**config.mk**
```make
export PLATFORM = sky130hd
export DESIGN_NAME = dmem_arbiter
export DESIGN_NICKNAME = d
export VERILOG_FILES = /design/src/rtl/dmem_arbiter.sv
export SDC_FILE = /design/constraint.sdc
export NUM_CORES = 1
export LEC_CHECK = 0
export BUFFER_PORTS_ARGS = -buffer_cell sky130_fd_sc_hd__buf_2
export CAP_MARGIN = 25
export CORE_MARGIN = 3
export CORE_UTILIZATION = 47
export DETAILED_ROUTE_END_ITERATION = 8
export GPL_TIMING_DRIVEN = 0
export PLACE_DENSITY = 0.8
export SETUP_SLACK_MARGIN = 0.2
export SKIP_CTS_REPAIR_TIMING = 1
export SYNTH_ARGS = -nofsm -noshare
export SYNTH_HDL_FRONTEND = slang
export SYNTH_SLANG_ARGS = --single-unit
export TNS_END_PERCENT = 5
```
**constraint.sdc**
```tcl
create_clock -name clk -period 5.2 [get_ports clk]
set_input_delay 0.52 -clock clk [delete_from_list [all_inputs] [get_ports clk]]
set_output_delay 0.52 -clock clk [all_outputs]
set_load 0.02 [all_outputs]
```
**src/rtl/dmem_arbiter.sv**
```systemverilog
// rtl/dmem_arbiter.sv - round-robin arbiter and sequencer for the single-ported data memory
//
// Shares one data memory between the CPU MEM stage (port A) and a debug/loader
// port (port B). Each granted transaction holds the memory strobe for
// WAIT_CYCLES cycles, then returns a one-cycle ready pulse. Out-of-range or
// misaligned addresses complete one cycle after the grant with ready+err and no
// memory strobe.
//
// Ports:
//   clk, rst                 clock, asynchronous active-high reset
//   a_req/a_we/a_addr/a_wdata  port A (CPU) request
//   a_rdata/a_ready/a_err      port A response (rdata registered)
//   b_*                        same for port B (debug/loader)
//   freeze                     pipeline stall while a CPU access is outstanding
//   mem_r_en/mem_w_en          memory strobes
//   mem_addr/mem_wdata         memory byte address / write data
//   mem_rdata                  memory read data (combinational from mem_addr)
//
// Optional: define DMEM_ARB_STATS_EN to add a_stall_cnt and b_wait_cnt
// saturating 16-bit statistics outputs.
module dmem_arbiter #(
    parameter int DATA_W      = 32,
    parameter int BASE_ADDR   = 1024,
    parameter int DEPTH       = 64,
    parameter int WAIT_CYCLES = 2
) (
    input  logic              clk,
    input  logic              rst,
    input  logic              a_req,
    input  logic              a_we,
    input  logic [DATA_W-1:0] a_addr,
    input  logic [DATA_W-1:0] a_wdata,
    output logic [DATA_W-1:0] a_rdata,
    output logic              a_ready,
    output logic              a_err,
    input  logic              b_req,
    input  logic              b_we,
    input  logic [DATA_W-1:0] b_addr,
    input  logic [DATA_W-1:0] b_wdata,
    output logic [DATA_W-1:0] b_rdata,
    output logic              b_ready,
    output logic              b_err,
    output logic              freeze,
`ifdef DMEM_ARB_STATS_EN
    output logic [15:0]       a_stall_cnt,
    output logic [15:0]       b_wait_cnt,
`endif
    output logic              mem_r_en,
    output logic              mem_w_en,
    output logic [DATA_W-1:0] mem_addr,
    output logic [DATA_W-1:0] mem_wdata,
    input  logic [DATA_W-1:0] mem_rdata
);

    localparam logic [DATA_W-1:0] BASE     = DATA_W'(BASE_ADDR);
    localparam logic [DATA_W-1:0] SPAN     = DATA_W'(4 * DEPTH);
    localparam logic [3:0]        CNT_INIT = 4'(WAIT_CYCLES - 1);

    typedef enum logic [1:0] {
        IDLE   = 2'd0,
        ACCESS = 2'd1,
        DONE   = 2'd2,
        ERR    = 2'd3
    } state_t;

    state_t            state;
    state_t            state_nxt;
    logic              last_b;     // last grant went to port B
    logic              sel_b;      // port currently in service is B
    logic              we_q;
    logic [DATA_W-1:0] addr_q;
    logic [DATA_W-1:0] wdata_q;
    logic [3:0]        cnt;

    // Grant decision, only acted on in IDLE. On a tie the port that did not
    // win last time gets the memory.
    logic              pick_a;
    logic              pick_b;
    logic              grant;
    logic              req_we;
    logic [DATA_W-1:0] req_addr;
    logic [DATA_W-1:0] req_wdata;
    logic [DATA_W-1:0] req_off;
    logic              addr_ok;

    assign pick_a    = a_req & (~b_req | last_b);
    assign pick_b    = b_req & ~pick_a;
    assign grant     = pick_a | pick_b;
    assign req_we    = pick_b ? b_we    : a_we;
    assign req_addr  = pick_b ? b_addr  : a_addr;
    assign req_wdata = pick_b ? b_wdata : a_wdata;
    // Unsigned subtraction: addresses below BASE wrap to huge offsets and
    // therefore fail the range check as well.
    assign req_off   = req_addr - BASE;
    assign addr_ok   = (req_off < SPAN) && (req_addr[1:0] == 2'b00);

    // State register
    always_ff @(posedge clk or posedge rst) begin
        if (rst) begin
            state <= IDLE;
        end else begin
            state <= state_nxt;
        end
    end

    // Next-state logic
    always_comb begin
        state_nxt = state;
        case (state)
            IDLE: begin
                if (grant) begin
                    state_nxt = addr_ok ? ACCESS : ERR;
                end
            end
            ACCESS: begin
                if (cnt == 4'd0) begin
                    state_nxt = DONE;
                end
            end
            DONE:    state_nxt = IDLE;
            ERR:     state_nxt = IDLE;
            default: state_nxt = IDLE;
        endcase
    end

    // Outputs decoded from the state; an asynchronous reset drops the strobes
    // immediately because the state register clears without a clock.
    always_comb begin
        mem_r_en = 1'b0;
        mem_w_en = 1'b0;
        a_ready  = 1'b0;
        a_err    = 1'b0;
        b_ready  = 1'b0;
        b_err    = 1'b0;
        case (state)
            ACCESS: begin
                mem_r_en = ~we_q;
                mem_w_en = we_q;
            end
            DONE: begin
                a_ready = ~sel_b;
                b_ready = sel_b;
            end
            ERR: begin
                a_ready = ~sel_b;
                a_err   = ~sel_b;
                b_ready = sel_b;
                b_err   = sel_b;
            end
            default: ;
        endcase
    end

    assign mem_addr  = addr_q;
    assign mem_wdata = wdata_q;
    assign freeze    = a_req & ~a_ready;

    // Request latch, wait counter and read-data capture
    always_ff @(posedge clk or posedge rst) begin
        if (rst) begin
            last_b  <= 1'b1;
            sel_b   <= 1'b0;
            we_q    <= 1'b0;
            addr_q  <= '0;
            wdata_q <= '0;
            cnt     <= 4'd0;
            a_rdata <= '0;
            b_rdata <= '0;
        end else begin
            case (state)
                IDLE: begin
                    if (grant) begin
                        last_b  <= pick_b;
                        sel_b   <= pick_b;
                        we_q    <= req_we;
                        addr_q  <= req_addr;
                        wdata_q <= req_wdata;
                        cnt     <= CNT_INIT;
                        // Rejected access: rdata reads 0 during the err pulse.
                        if (!addr_ok) begin
                            if (pick_b) begin
                                b_rdata <= '0;
                            end else begin
                                a_rdata <= '0;
                            end
                        end
                    end
                end
                ACCESS: begin
                    if (cnt == 4'd0) begin
                        if (!we_q) begin
                            if (sel_b) begin
                                b_rdata <= mem_rdata;
                            end else begin
                                a_rdata <= mem_rdata;
                            end
                        end
                    end else begin
                        cnt <= cnt - 4'd1;
                    end
                end
                default: ;
            endcase
        end
    end

`ifdef DMEM_ARB_STATS_EN
    // B is waiting when it requests but is neither being granted this cycle
    // nor already the port in service.
    logic b_served;
    assign b_served = ((state == IDLE) & pick_b) | ((state != IDLE) & sel_b);

    always_ff @(posedge clk or posedge rst) begin
        if (rst) begin
            a_stall_cnt <= 16'd0;
            b_wait_cnt  <= 16'd0;
        end else begin
            if (freeze && a_stall_cnt != 16'hFFFF) begin
                a_stall_cnt <= a_stall_cnt + 16'd1;
            end
            if (b_req && !b_served && b_wait_cnt != 16'hFFFF) begin
                b_wait_cnt <= b_wait_cnt + 16'd1;
            end
        end
    end
`endif

endmodule

```
==> reports/qor.yml <==
final_layout:
  drive_gt1_share_pct: 43.1
  nNetsFinal: 1106
  syn_to_final_growth_pct: 36.3
  layout_commonest_cell: "buf_2"
  instances_no_fill: 1128
  fin_util_pct: 66.2
  multiInputGateArea_mm2: 0.00280
  nFillCells: 1105
  seq_area_mm2: 0.00343
  final_cell_mix: "300 x buf_2, 136 x dfrtp_1, 134 x nand2_1, 79 x nor2_1, 66 x a31oi_1"
setup_path:
  arrival_ns: 2.98
  path_max_fanout: 10
  path_cells: "clkbuf_1 > nor2b_1 > a22oi_1 > nor2_1 > o21ai_0 > a21oi_4 > buf_12 > mux2_4"
  crit_family: "compound AO/OA/AOI/OAI gates"
  worstSetupPathType: "reg2reg"
  setup.worst_path.start_class: "register"
  slowest_delay_ns: 0.54
  required_ns: 5.49
  cp_num_buf_inv: 2
  crit_path_top_delay_cell: "nor2b_1"
  end_kind: "register"
global_routing:
  antenna_found_initial: 1
  grt_usage_pct: 25.2
  grt_pass1_vias: 5558
  grt_pass1_wl_um: 29200
  overflow: 0
  grt_start_max_net_pins: 74
synth:
  synth_flop_cell: "dfrtp_1"
  yosys.area_share.simple_pct: 18.4
  synth_compound_area_share_pct: 9.73
  synth_mux_area_share_pct: 14.6
  synth-xor-area-share_pct: 0.135
  synth_top_family_by_area: "simple AND/OR/NAND/NOR gates"
  async_flop_share_pct: 100
  syn_area_mm2: 0.00648
  ys_ff_latch: 137
  syn_inst: 618
  synth_edf_count: 0
  ys_types: 40
  yosys_warnings: 0
  ys_seq_area_share_pct: 52.9
  synth_fa_ha_area_share_pct: 0.386
  syn_nets: 786
  postSynthAreaPerCell_um2: 10.5
clock_tree:
  clockBufferDepth: 2
  cts.sink_count: 137
  numCtsBuffers: 17
  clk_pin_slew_ns: 0.06
  worstSkewPairLatency_ns: 0.41
  htree_num_levels: 4
  clock_tree.root_cell: "clkbuf_16"
  cts_tree: "yes"
sta:
  setup_violations: 0
  hold_viol: 0
  slew_viol_final: 0
  tightest_slew_ns: 0.837
  maxSlewHeadroom_pct: 44.1
  rsz0062_at_grt: "no"
  hold_ws_ns: 0.181
  fmax_mhz: 372
  finalClockSkew_ns: 0.00905
  period_needed_ns: 2.69
  finalCritPeriodShare_pct: 51.7
floorplan:
  fp.dieH_um: 123
  rows: 42
  ios: 301
  core_mm2: 0.0133
  die_area_mm2: 0.0152
  initial_core_util_pct: 48.5
  die_x_um: 123
status:
  status: "complete, no violations"
routing:
  detail_route.wl_per_cell_um: 17.3
  drtIter0Drc: 351
  ant_nets: 0
  via_per_inst: 5.16
  finalWirelength_um: 19500
  drc: 0
  via_count: 5825
  dr.pass1.iters: 5
power_and_ir_drop:
  intPower_mw: 3.45
  switching_share_pct: 40.6
  power_leakage_nw: 4.51
  irDropWorstVdd_v: 0.000267
  p_seq_share_pct: 30.8
  pwr-share-comb_pct: 48.2
  power.switching_mw: 2.36
  power_density_mw_per_mm2: 659
  pwr-share-clk_pct: 21.0
  totalPowerFinal_mw: 5.82
placement:
  io_buffers: 300
  place_congestion: 0.903
  dp.final_hpwl_um: 15200
  dp_cells: 1095
flow_run:
  cap_violations: 0
min_path:
  hold_path_class: "in2async"
[power groups by stage]
stage               clock (mW)  combinational [mW]  sequential [mW]
finish                    1.22                2.81             1.79
global route              1.28                3.03             1.84
CTS                       1.23                2.84             1.79
detailed placement           0                2.83             1.80
global placement             0                2.78             1.78
floorplan                    0                1.42             2.29
[synth_stat cells, drive strengths merged (4+ instances only)]
cell type	count	area, µm²
buf	7	105
clkbuf	33	124
a21oi	9	67.6
dfrtp	136	3400
nor2	79	297
nor4	4	25.0
nor3	8	40.0
a31oi	66	413
mux2	64	946
and2	34	213
nand2	134	503
o21ai	4	20.0
inv	5	18.8
[metrics by stage]
step                cell area, µm²  setup slack, ns  setup TNS, ns
finish                        8830             2.51              0
global route                  8830             2.28              0
CTS                           8830             2.44              0
detailed placement            8230             2.22              0
global placement              8200           -0.467         -62.60
floorplan                     6480             1.01              0
[path summary, 6_finish.rpt]
kind / start / slack [ns] / end / cells after the start
worst max-delay path: state[0] / 2.51 / a_rdata[31] / 8
worst min-delay path: rst / 0.18 / a_rdata[20] / 2
worst max register to register: state[0] / 2.51 / a_rdata[31] / 8
worst min register to register: b_rdata[29] / 0.50 / b_rdata[29] / 1
max in group asynchronous: rst / 4.21 / last_b / 3
min in group clk: a_req / 0.32 / last_b / 2
[per-layer routing]
layer / global-route usage, % / share of wire [%] / up-vias
met3: 7.82 / 8.8 / 40
met2: 41.4 / 49 / 255
met1: 30.7 / 39 / 2758
met4: 10.7 / 3.1 / 0
li1: - / - / 2772
met5: 0 / 0 / -
[sequential cells by signal (all words and copies together) (netlist names)]
name       flops
a_rdata       32
b_rdata       32
mem_addr      32
mem_wdata     32
cnt            4
state          2
last_b         1
sel_b          1
we_q           1
[cell families (layout without fill, tap and decap cells)]
logic type	count (synthesis)	in the layout
and+or+nand+nor	275	275
DFF	137	137
AOI/OAI and AO/OA	94	94
muxes	64	64
buffers and inverters	45	377
adders and majority gates	2	2
xor gates and xnor gates	1	1
other	0	2
[layout make-up]
| type | instances | share of cell area (%) |
|---|---|---|
| Inverter | 5 | 0.269 |
| Buffer | 40 | 2.59 |
| Tap cell | 176 | 2.49 |
| Clock inverter | 12 | 1.71 |
| Multi-Input combinational cell | 436 | 31.7 |
| Clock buffer | 19 | 5.01 |
| Timing Repair Buffer | 301 | 17.3 |
| Sequential cell | 137 | 38.8 |
| Antenna cell | 2 | 0.0567 |
[worst reg2reg max path, stage by stage (launching register included)]
cell and delay, ns:
dfrtp_1 0.32, clkbuf_1 0.37, nor2b_1 0.54, a22oi_1 0.21
nor2_1 0.13, o21ai_0 0.15, a21oi_4 0.34, buf_12 0.21
mux2_4 0.31
No activity file was read; power rests on OpenSTA's default activity.
